==> src/rtl/wb_crc_engine_pkg.sv <==
// Shared definitions for the Wishbone CRC engine: register map, CTRL bit
// positions, bus FSM states and bit-reflection helpers.
package wb_crc_pkg;

   localparam logic [1:0] REG_CTRL   = 2'd0;
   localparam logic [1:0] REG_DATA   = 2'd1;
   localparam logic [1:0] REG_RESULT = 2'd2;
   localparam logic [1:0] REG_STATUS = 2'd3;

   localparam int CTRL_REFIN  = 0;
   localparam int CTRL_REFOUT = 1;
   localparam int CTRL_CLEAR  = 2;

   typedef enum logic [1:0] {
      ST_IDLE,
      ST_RESP,
      ST_BUSY
   } wb_state_e;

   function automatic logic [7:0] reflect_byte(input logic [7:0] b);
      logic [7:0] r;
      for (int i = 0; i < 8; i++) begin
         r[3'(i)] = b[3'(7 - i)];
      end
      return r;
   endfunction

   // Reverses the low n bits of v; bits at and above n come back as zero.
   function automatic logic [31:0] reflect_n(input logic [31:0] v, input int n);
      logic [31:0] r;
      r = '0;
      for (int i = 0; i < 32; i++) begin
         if (i < n) begin
            r[5'(i)] = v[5'(n - 1 - i)];
         end
      end
      return r;
   endfunction

endpackage

==> src/rtl/wb_crc_engine_if.sv <==
// Wishbone B4 pipelined bus bundle, 32-bit word-aligned data.
interface wb_if;
   logic [31:0] adr;
   logic [31:0] dat_m;
   logic [31:0] dat_s;
   logic [3:0]  sel;
   logic        we;
   logic        cyc;
   logic        stb;
   logic        ack;
   logic        err;
   logic        stall;

   modport master (
      output adr, dat_m, sel, we, cyc, stb,
      input  dat_s, ack, err, stall
   );

   modport slave (
      input  adr, dat_m, sel, we, cyc, stb,
      output dat_s, ack, err, stall
   );
endinterface

==> src/rtl/wb_crc_engine_byte_step.sv <==
// One byte of a normal-form (MSB-first) CRC update, purely combinational.
module crc_byte_step #(
   parameter int          CRC_WIDTH = 32,
   parameter logic [31:0] POLY      = 32'h04C11DB7
) (
   input  logic [CRC_WIDTH-1:0] crc_in,
   input  logic [7:0]           data_in,
   output logic [CRC_WIDTH-1:0] crc_out
);

   localparam logic [CRC_WIDTH-1:0] POLY_W = POLY[CRC_WIDTH-1:0];

   logic [CRC_WIDTH-1:0] acc;

   always_comb begin
      acc = crc_in ^ (CRC_WIDTH'(data_in) << (CRC_WIDTH - 8));
      for (int i = 0; i < 8; i++) begin
         acc = acc[CRC_WIDTH-1] ? ((acc << 1) ^ POLY_W) : (acc << 1);
      end
      crc_out = acc;
   end

endmodule

==> src/rtl/wb_crc_engine.sv <==
// Wishbone pipelined slave computing a parametrised CRC over written bytes,
// one byte per clock, stalling the bus while queued bytes remain.
module wb_crc_engine
   import wb_crc_pkg::*;
#(
   parameter int          CRC_WIDTH  = 32,
   parameter logic [31:0] POLY       = 32'h04C11DB7,
   parameter logic [31:0] INIT       = 32'hFFFFFFFF,
   parameter logic [31:0] XOROUT     = 32'hFFFFFFFF,
   parameter logic        REFIN_RST  = 1'b1,
   parameter logic        REFOUT_RST = 1'b1
) (
   input logic clk,
   input logic rst_n,
   wb_if.slave wb
);

   if (CRC_WIDTH < 8 || CRC_WIDTH > 32) begin : g_bad_width
      $error("wb_crc_engine: CRC_WIDTH must lie in 8..32");
   end

   localparam logic [CRC_WIDTH-1:0] INIT_W   = INIT[CRC_WIDTH-1:0];
   localparam logic [CRC_WIDTH-1:0] XOROUT_W = XOROUT[CRC_WIDTH-1:0];

   wb_state_e            state_q, state_d;
   logic [CRC_WIDTH-1:0] crc_q, crc_d;
   logic                 refin_q, refin_d;
   logic                 refout_q, refout_d;
   logic [7:0]           queue_q [4];
   logic [7:0]           queue_d [4];
   logic [2:0]           count_q, count_d;
   logic                 resp_err_q, resp_err_d;
   logic [31:0]          dat_s_q, dat_s_d;

   logic                 accept;
   logic [1:0]           reg_sel;
   logic [7:0]           step_byte;
   logic [CRC_WIDTH-1:0] step_crc;
   logic [31:0]          refl_full;
   logic [CRC_WIDTH-1:0] result_w;
   logic [2:0]           fill;
   logic                 unused_bits;

   assign reg_sel     = wb.adr[3:2];
   assign accept      = wb.cyc & wb.stb & ~wb.stall;
   assign wb.stall    = (count_q != 3'd0);
   assign wb.ack      = (state_q == ST_RESP) & ~resp_err_q;
   assign wb.err      = (state_q == ST_RESP) & resp_err_q;
   assign wb.dat_s    = dat_s_q;
   assign step_byte   = refin_q ? reflect_byte(queue_q[0]) : queue_q[0];
   assign unused_bits = ^{wb.adr[31:4], wb.adr[1:0], refl_full};

   crc_byte_step #(
      .CRC_WIDTH(CRC_WIDTH),
      .POLY     (POLY)
   ) u_step (
      .crc_in (crc_q),
      .data_in(step_byte),
      .crc_out(step_crc)
   );

   always_comb begin
      refl_full = reflect_n(32'(crc_q), CRC_WIDTH);
      result_w  = (refout_q ? refl_full[CRC_WIDTH-1:0] : crc_q) ^ XOROUT_W;
   end

   // Queue head is consumed every cycle it is non-empty; a new request can
   // only be accepted once the queue has drained, so the two never overlap.
   always_comb begin
      crc_d      = crc_q;
      refin_d    = refin_q;
      refout_d   = refout_q;
      queue_d    = queue_q;
      count_d    = count_q;
      resp_err_d = resp_err_q;
      dat_s_d    = '0;
      fill       = 3'd0;

      if (count_q != 3'd0) begin
         crc_d      = step_crc;
         queue_d[0] = queue_q[1];
         queue_d[1] = queue_q[2];
         queue_d[2] = queue_q[3];
         queue_d[3] = 8'h00;
         count_d    = count_q - 3'd1;
      end

      if (accept) begin
         resp_err_d = 1'b0;
         case (reg_sel)
            REG_CTRL: begin
               if (wb.we) begin
                  refin_d  = wb.dat_m[CTRL_REFIN];
                  refout_d = wb.dat_m[CTRL_REFOUT];
                  if (wb.dat_m[CTRL_CLEAR]) begin
                     crc_d = INIT_W;
                  end
               end else begin
                  dat_s_d = 32'({refout_q, refin_q});
               end
            end
            REG_DATA: begin
               if (wb.we) begin
                  for (int l = 0; l < 4; l++) begin
                     if (wb.sel[2'(l)]) begin
                        queue_d[fill[1:0]] = wb.dat_m[5'(8 * l) +: 8];
                        fill               = fill + 3'd1;
                     end
                  end
                  count_d = fill;
               end else begin
                  resp_err_d = 1'b1;
               end
            end
            REG_RESULT: begin
               if (wb.we) begin
                  resp_err_d = 1'b1;
               end else begin
                  dat_s_d = 32'(result_w);
               end
            end
            default: begin
               if (wb.we) begin
                  resp_err_d = 1'b1;
               end else begin
                  dat_s_d = {28'h0, count_q, count_q != 3'd0};
               end
            end
         endcase
      end

      if (accept) begin
         state_d = ST_RESP;
      end else if (count_d != 3'd0) begin
         state_d = ST_BUSY;
      end else begin
         state_d = ST_IDLE;
      end
   end

   always_ff @(posedge clk or negedge rst_n) begin
      if (!rst_n) begin
         state_q    <= ST_IDLE;
         crc_q      <= INIT_W;
         refin_q    <= REFIN_RST;
         refout_q   <= REFOUT_RST;
         queue_q    <= '{default: 8'h00};
         count_q    <= 3'd0;
         resp_err_q <= 1'b0;
         dat_s_q    <= '0;
      end else begin
         state_q    <= state_d;
         crc_q      <= crc_d;
         refin_q    <= refin_d;
         refout_q   <= refout_d;
         queue_q    <= queue_d;
         count_q    <= count_d;
         resp_err_q <= resp_err_d;
         dat_s_q    <= dat_s_d;
      end
   end

endmodule

==> src/flat_wrapper.sv <==
// flat-port wrapper written by rule: the top's interface ports become plain ports
module wb_crc_engine_flat import wb_crc_pkg::*;
#(
   parameter int          CRC_WIDTH  = 32,
   parameter logic [31:0] POLY       = 32'h04C11DB7,
   parameter logic [31:0] INIT       = 32'hFFFFFFFF,
   parameter logic [31:0] XOROUT     = 32'hFFFFFFFF,
   parameter logic        REFIN_RST  = 1'b1,
   parameter logic        REFOUT_RST = 1'b1
)
  (clk, rst_n, wb_adr, wb_dat_m, wb_sel, wb_we, wb_cyc, wb_stb, wb_dat_s, wb_ack, wb_err, wb_stall);
  wb_if wb_i ();
  input logic clk;
  input logic rst_n;
  input wire logic [$bits(wb_i.adr)-1:0] wb_adr;
  input wire logic [$bits(wb_i.dat_m)-1:0] wb_dat_m;
  input wire logic [$bits(wb_i.sel)-1:0] wb_sel;
  input wire logic [$bits(wb_i.we)-1:0] wb_we;
  input wire logic [$bits(wb_i.cyc)-1:0] wb_cyc;
  input wire logic [$bits(wb_i.stb)-1:0] wb_stb;
  output wire logic [$bits(wb_i.dat_s)-1:0] wb_dat_s;
  output wire logic [$bits(wb_i.ack)-1:0] wb_ack;
  output wire logic [$bits(wb_i.err)-1:0] wb_err;
  output wire logic [$bits(wb_i.stall)-1:0] wb_stall;
  assign wb_i.adr = wb_adr;
  assign wb_i.dat_m = wb_dat_m;
  assign wb_i.sel = wb_sel;
  assign wb_i.we = wb_we;
  assign wb_i.cyc = wb_cyc;
  assign wb_i.stb = wb_stb;
  assign wb_dat_s = wb_i.dat_s;
  assign wb_ack = wb_i.ack;
  assign wb_err = wb_i.err;
  assign wb_stall = wb_i.stall;
  wb_crc_engine #(.CRC_WIDTH(CRC_WIDTH), .POLY(POLY), .INIT(INIT), .XOROUT(XOROUT), .REFIN_RST(REFIN_RST), .REFOUT_RST(REFOUT_RST)) u_core (.clk(clk), .rst_n(rst_n), .wb(wb_i));
endmodule
==> config.mk <==
export PLATFORM = sky130hd
export DESIGN_NAME = wb_crc_engine_flat
export DESIGN_NICKNAME = d
export VERILOG_FILES = /design/src/rtl/wb_crc_engine_pkg.sv /design/src/rtl/wb_crc_engine_if.sv /design/src/rtl/wb_crc_engine_byte_step.sv /design/src/rtl/wb_crc_engine.sv /design/src/flat_wrapper.sv
export SDC_FILE = /design/constraint.sdc
export NUM_CORES = 1
export LEC_CHECK = 0
export BUFFER_PORTS_ARGS = -buffer_cell sky130_fd_sc_hd__buf_2
export CORE_ASPECT_RATIO = 0.6
export CORE_UTILIZATION = 30
export CTS_BUF_LIST = sky130_fd_sc_hd__clkbuf_8
export CTS_CLUSTER_SIZE = 28
export DETAILED_ROUTE_END_ITERATION = 16
export HOLD_SLACK_MARGIN = 0.15
export PLACE_DENSITY_LB_ADDON = 0.1
export RECOVER_POWER = 50
export SLEW_MARGIN = 20
export SYNTH_ARGS = -nofsm -noshare
export SYNTH_HDL_FRONTEND = slang
export SYNTH_SLANG_ARGS = --single-unit
==> constraint.sdc <==
create_clock -name clk -period 1.8 [get_ports clk]
set_input_delay 0.45 -clock clk [delete_from_list [all_inputs] [get_ports clk]]
set_output_delay 0.45 -clock clk [all_outputs]
set_load 0.01 [all_outputs]
== Word level (Yosys, flattened, before mapping) ==
Index checks and enable logic that the tools add are counted.

* Word-level logic and storage cells: 86
* Output and inout bits: 35
* Flip-flop bits (word level): 104
* Bits of input ports: 73

* $add $sub $neg: 2
* Muxes and demuxes: 46
* Reductions and logical operators: 5
* Order comparisons: 2
* Eq/ne operators: 3
* Bitwise gates (word level): 17

{| class="wikitable"
|+ Operators with widths
! operator !! count
|-
| 32-bit two-way mux || 13
|-
| 27-bit two-way mux || 8
|-
| 14-bit NOT || 8
|-
| 32-bit case mux with 3 select lines || 1
|-
| 8-bit two-way mux || 6
|-
| 32-bit bitwise mux || 1
|-
| 32-bit NOT || 1
|-
| 32-bit bitwise XOR || 1
|-
| 3-bit two-way mux || 8
|-
| 8-bit demux with 2-bit select || 1
|-
| 2-bit two-way mux || 3
|-
| 3-bit nonzero test || 2
|-
| 1-bit bitwise AND || 4
|-
| 2-bit by 1-bit == test with 1-bit output (second input constant) || 2
|-
| 4-bit two-way mux || 1
|-
| 3-bit by 1-bit adder with 3-bit output (second input constant) || 1
|-
| 3-bit greater-or-equal comparator (second input constant) || 1
|-
| 3-bit by 1-bit less-than comparator with 1-bit output (second input constant) || 1
|-
| 1-bit two-way mux || 3
|-
| 2-bit NOT with 3-bit output || 1
|-
| 3-bit AND reduction || 1
|-
| 3-bit by 1-bit subtractor with 3-bit output (second input constant) || 1
|-
| 2-bit == test (second input constant) || 1
|-
| 2-bit logical NOT || 1
|-
| other kinds (3) || 4
|}

== Depth between registers and ports, before layout ==
* Depth after elaboration: 23
* Depth in mapped cells: 9
* Mapped depth without buffers: 8

== By module ==
From an unflattened synthesis, not the netlist that was laid out.

* Cell total of the unflattened synthesis: 466
* Area, all modules: 5268.8 um2

{| class="wikitable"
|+ By module, submodules not included
! module !! instances !! seq. area each (um2) !! cells an instance !! area an instance (um2)
|-
| wb_crc_engine || 1 || 2645.0 || 401 || 4286.6
|-
| crc_byte_step || 1 || 0.0 || 65 || 982.2
|}

== Least setup slack after synthesis ==
OpenSTA, ideal clock, no wires.

* Path kind: register -> output
* Start point: register u_core.count_q[0]
* End point: output port wb_stall
* Stages on the path, launching flop included: 7
* Buffers on the path: 2
* Data arrival time: 1.554 ns
* Setup slack: -0.204 ns
* Data required time: 1.350 ns
* Cell sequence: dfrtp_1 -> inv_1 -> ha_1 -> nor2b_1 -> inv_1 -> clkbuf_1 -> buf_1

* Word-level cells in the longest chain between the ends: 1

{| class="wikitable"
|+ Ends and longest elaborated chain
! what !! line !! source
|-
| start: declaration || wb_crc_engine.sv:31 || <nowiki>logic [2:0] count_q, count_d;</nowiki>
|-
| start signal: assignment || wb_crc_engine.sv:157 || <nowiki>count_q <= count_d;</nowiki>
|-
| 3-bit nonzero test || wb_crc_engine.sv:46 || <nowiki>assign wb.stall = (count_q != 3'd0);</nowiki>
|-
| end: declaration || flat_wrapper.sv:24 || <nowiki>output wire logic [$bits(wb_i.stall)-1:0] wb_stall;</nowiki>
|}

No other way between the ends.

== Final worst setup path ==
* Start point: register u_core.count_q[1]
* End point: output port wb_stall

Same word-level chain as after synthesis.

==> results.md <==
* Power per Cell Area at 1860 nW/um^2
* Ranking of synthesized cells by area: dfrtp_1, dfstp_2, a21oi_1
* Mapped Nets at 546
* Via Count at 3,783
* # DRC at 0
* ANT nets after route at 0
* IO Pins at 108
* FILL cells at 1,524
* Share of the synthesized area in the top cell type at 35.5%
* Final setup violation count at 63
* EDFF count, synth at 0
* Drt pass-1 iters at 5
* Total CTS buffers at 9
* Critical Path Stages at 7
* Critical path origin: u_core.count_q[1]
* Peak VDD IR at 0.730 mV
* Largest net degree at the start of global routing at 39
* CP endpoint: wb_stall
* Max cap viols at 0
* Worst path bufs/invs at 5
* Total die area at 17,000 sq um
* Clock slew at reported path FFs at 0.10 ns
* Diodes inserted at 0
* Total gr overflow at 0
* Yosys warnings at 0
* Finished Layout Cells at 799
* Crit Path Category: flip-flop to primary output
* Die Span Y at 101 microns
* CTS Buffer Depth at 2
* Fin worst setup slack at -0.199 ns
* H-Tree Level Count at 3
* Clock tree root buffer cell: clkbuf_8
* Vias in the first global route at 3,489
* Final hold violations at 0
* Critical path data arrival time at 1.55 ns
* Post-DP HPWL at 9640 microns
* Cells after Synth at 470
* CP Max Fanout at 2
* Family with the most delay on the worst path: buffers and inverters
* Clock skew at 0.0226 ns
* Placed cell count at 756
* Outcome: complete, but fails checks
* R2R Path Start: u_core.count_q[1]
* RSZ-0062 raised after global routing: yes
* First-pass GRT wire length at 21,100 microns
* Syn_area_per_cell at 10.5 sq um
* Initial Util at 31.4%
* CTS Sinks at 104
* GPL Wtd Cong at 0.778
* Post-synth ARST share at 100%
* CP max stage delay at 0.41 ns
* Worst hold path class: primary input to flip-flop
* # nets final at 667
* Most frequent cell after synthesis: nand2_1
* Startpoint Class: flip-flop
* Port buffer count at 59
* Mapped Area at 4930 sq um
* Worst EP required at 1.35 ns
* Tot GR Track Use at 16.9%
* Ys flop type: dfrtp_1
* Register bit count reported by yosys at 104
* Vias per cell at 4.73
* Share of cells above drive strength 1 at 46.3%
* Wire length per cell at 18.8 microns
* Initial DRC Count at 284
* Reg2reg path depth at 11
* Critical-path top delay cell: dfrtp_1
* Std-Cell Rows at 35
* Area Overhead vs Synth at 38.4%
* Failing checks: setup timing
* Slew Viols, Final at 0
* Leak at 3.02 nW
* Die width at 168 microns
* CP cell instances: inv_2 > ha_4 > buf_6 > nor2b_4 > inv_2 > buf_12 > buf_6
* End of the worst register-to-register path: u_core.queue_q[25]
* Period utilisation layout at 111%
* Clock latency on the worst-skew pair at 0.39 ns
* Synth area leader: dfrtp_1
* List of most frequent post-synthesis cells: nand2_1, a21oi_1, dfrtp_1
* Slew @ Worst Pin at 0.737 ns
* Slew Limit Headroom at 50.8%
* Core area at 15,700 sq um
* DRT Wirelength at 15,000 microns
* Dpl ws at -0.0207 ns
* Netlist cell types at 34
* CTS tree: built
* Antenna violations before repair at 0
* Final min period at 2.00 ns
* Seq/Total Area, Yosys at 53.6%
* Worst R2R Setup Slack at -0.10 ns
* Fmax at 500 MHz
* Crit. End Element: primary output
[cells by family after synthesis]
group	count (synthesis)	synth area share, %
compound gates	132	14.8
simple gates	122	10.8
fa+ha+maj	3	0.761
xor+xnor	71	16.8
buf+inv	36	2.79
flops	104	53.6
mux	2	0.456
[area by class of cell]
class,count,area (sq um),area share [%]
clock buffers,9,124,1.81
clock inverters,7,55.1,0.806
inverters,6,22.5,0.330
multi-input cells,330,2530,37.1
flip-flops and latches,104,2650,38.7
well taps,203,254,3.72
repair buffers,140,1190,17.5
[cell usage in the layout (no fill, tap or decap), types with 7 or more instances in the layout]
cell      synthesis  layout
buf_2             2      57
clkbuf_8          0       9
dfstp_2          34      34
buf_6             0      12
a21oi_2           0      35
buf_12            0       7
o21ai_0          21       7
nor2_4            0       8
o21ai_1           7      20
a31oi_1          17      14
xnor2_4           6       7
and2_1           10       8
o211ai_1         13      13
xor2_1           20      20
buf_4             0      50
a21oi_1          70      31
nand2_1          79      77
xnor2_1          34      34
dfrtp_1          70      70
[where the power goes]
part	internal [mW]	switching, mW	leakage (nW)
registers	3.28	0.669	1.32
clock network	0.522	0.893	0.0973
logic	3.65	3.65	1.60
total	7.46	5.21	3.02
[tightest hold or removal path, cell delays in order]
cell and delay [ns]:
buf_2 0.08, a21oi_2 0.05, o21ai_1 0.06
[timing repair]
item,in CTS,in global routing
pin swaps,1,14
setup buffers,6,11
cloned,1,8
endpoints found under the hold margin,13,0
hold buffers,1,0
resized for setup,9,118
setup endpoints to repair,30,73
[registers in the layout, summed over array words and instances (netlist names), named ones only]
| name | cells |
|---|---|
| u_core.count_q | 3 |
| u_core.crc_q | 32 |
| u_core.queue_q | 24 |
| u_core.refin_q | 1 |
| u_core.refout_q | 1 |
| u_core.resp_err_q | 1 |
| u_core.state_q | 2 |
| u_core.wb.dat_s | 32 |
[through the flow]
step	utilization, %	cell area (sq um)	hold WS, ns	power [mW]	setup TNS [ns]
floorplan	-	4940	0.154	8.25	-0.360
global placement	37.3	5870	0.421	10.3	-0.0399
detailed placement	37.3	5870	0.422	10.4	-0.0400
CTS	39.3	6170	0.272	12.1	-0.206
global route	43.4	6830	0.288	13.5	-11.49
finish	43.4	6830	0.304	12.7	-4.29
[per-layer routing]
metal  part of all wire, %  wire (microns)  GRT usage [%]
met5                     0               0              0
met4                  0.65              98           3.81
met1                    57            8520           28.0
met2                    37            5630           21.1
met3                   5.2             787           3.71
[worst min path at each step]
| stage | start | endpoint | cells after the start |
|---|---|---|---|
| 3_3_place_gp | rst_n | u_core.count_q[1] | 1 |
| 3_5_place_dp | rst_n | u_core.count_q[1] | 1 |
| 5_1_grt | wb_dat_m[4] | u_core.queue_q[28] | 3 |
| 4_1_cts | wb_we | u_core.wb.dat_s[1] | 2 |
| 2_1_floorplan | rst_n | asynchronous set/reset pin | 0 |
| 6_report | wb_dat_m[4] | u_core.queue_q[28] | 3 |
(Power assumes the default switching activity.)
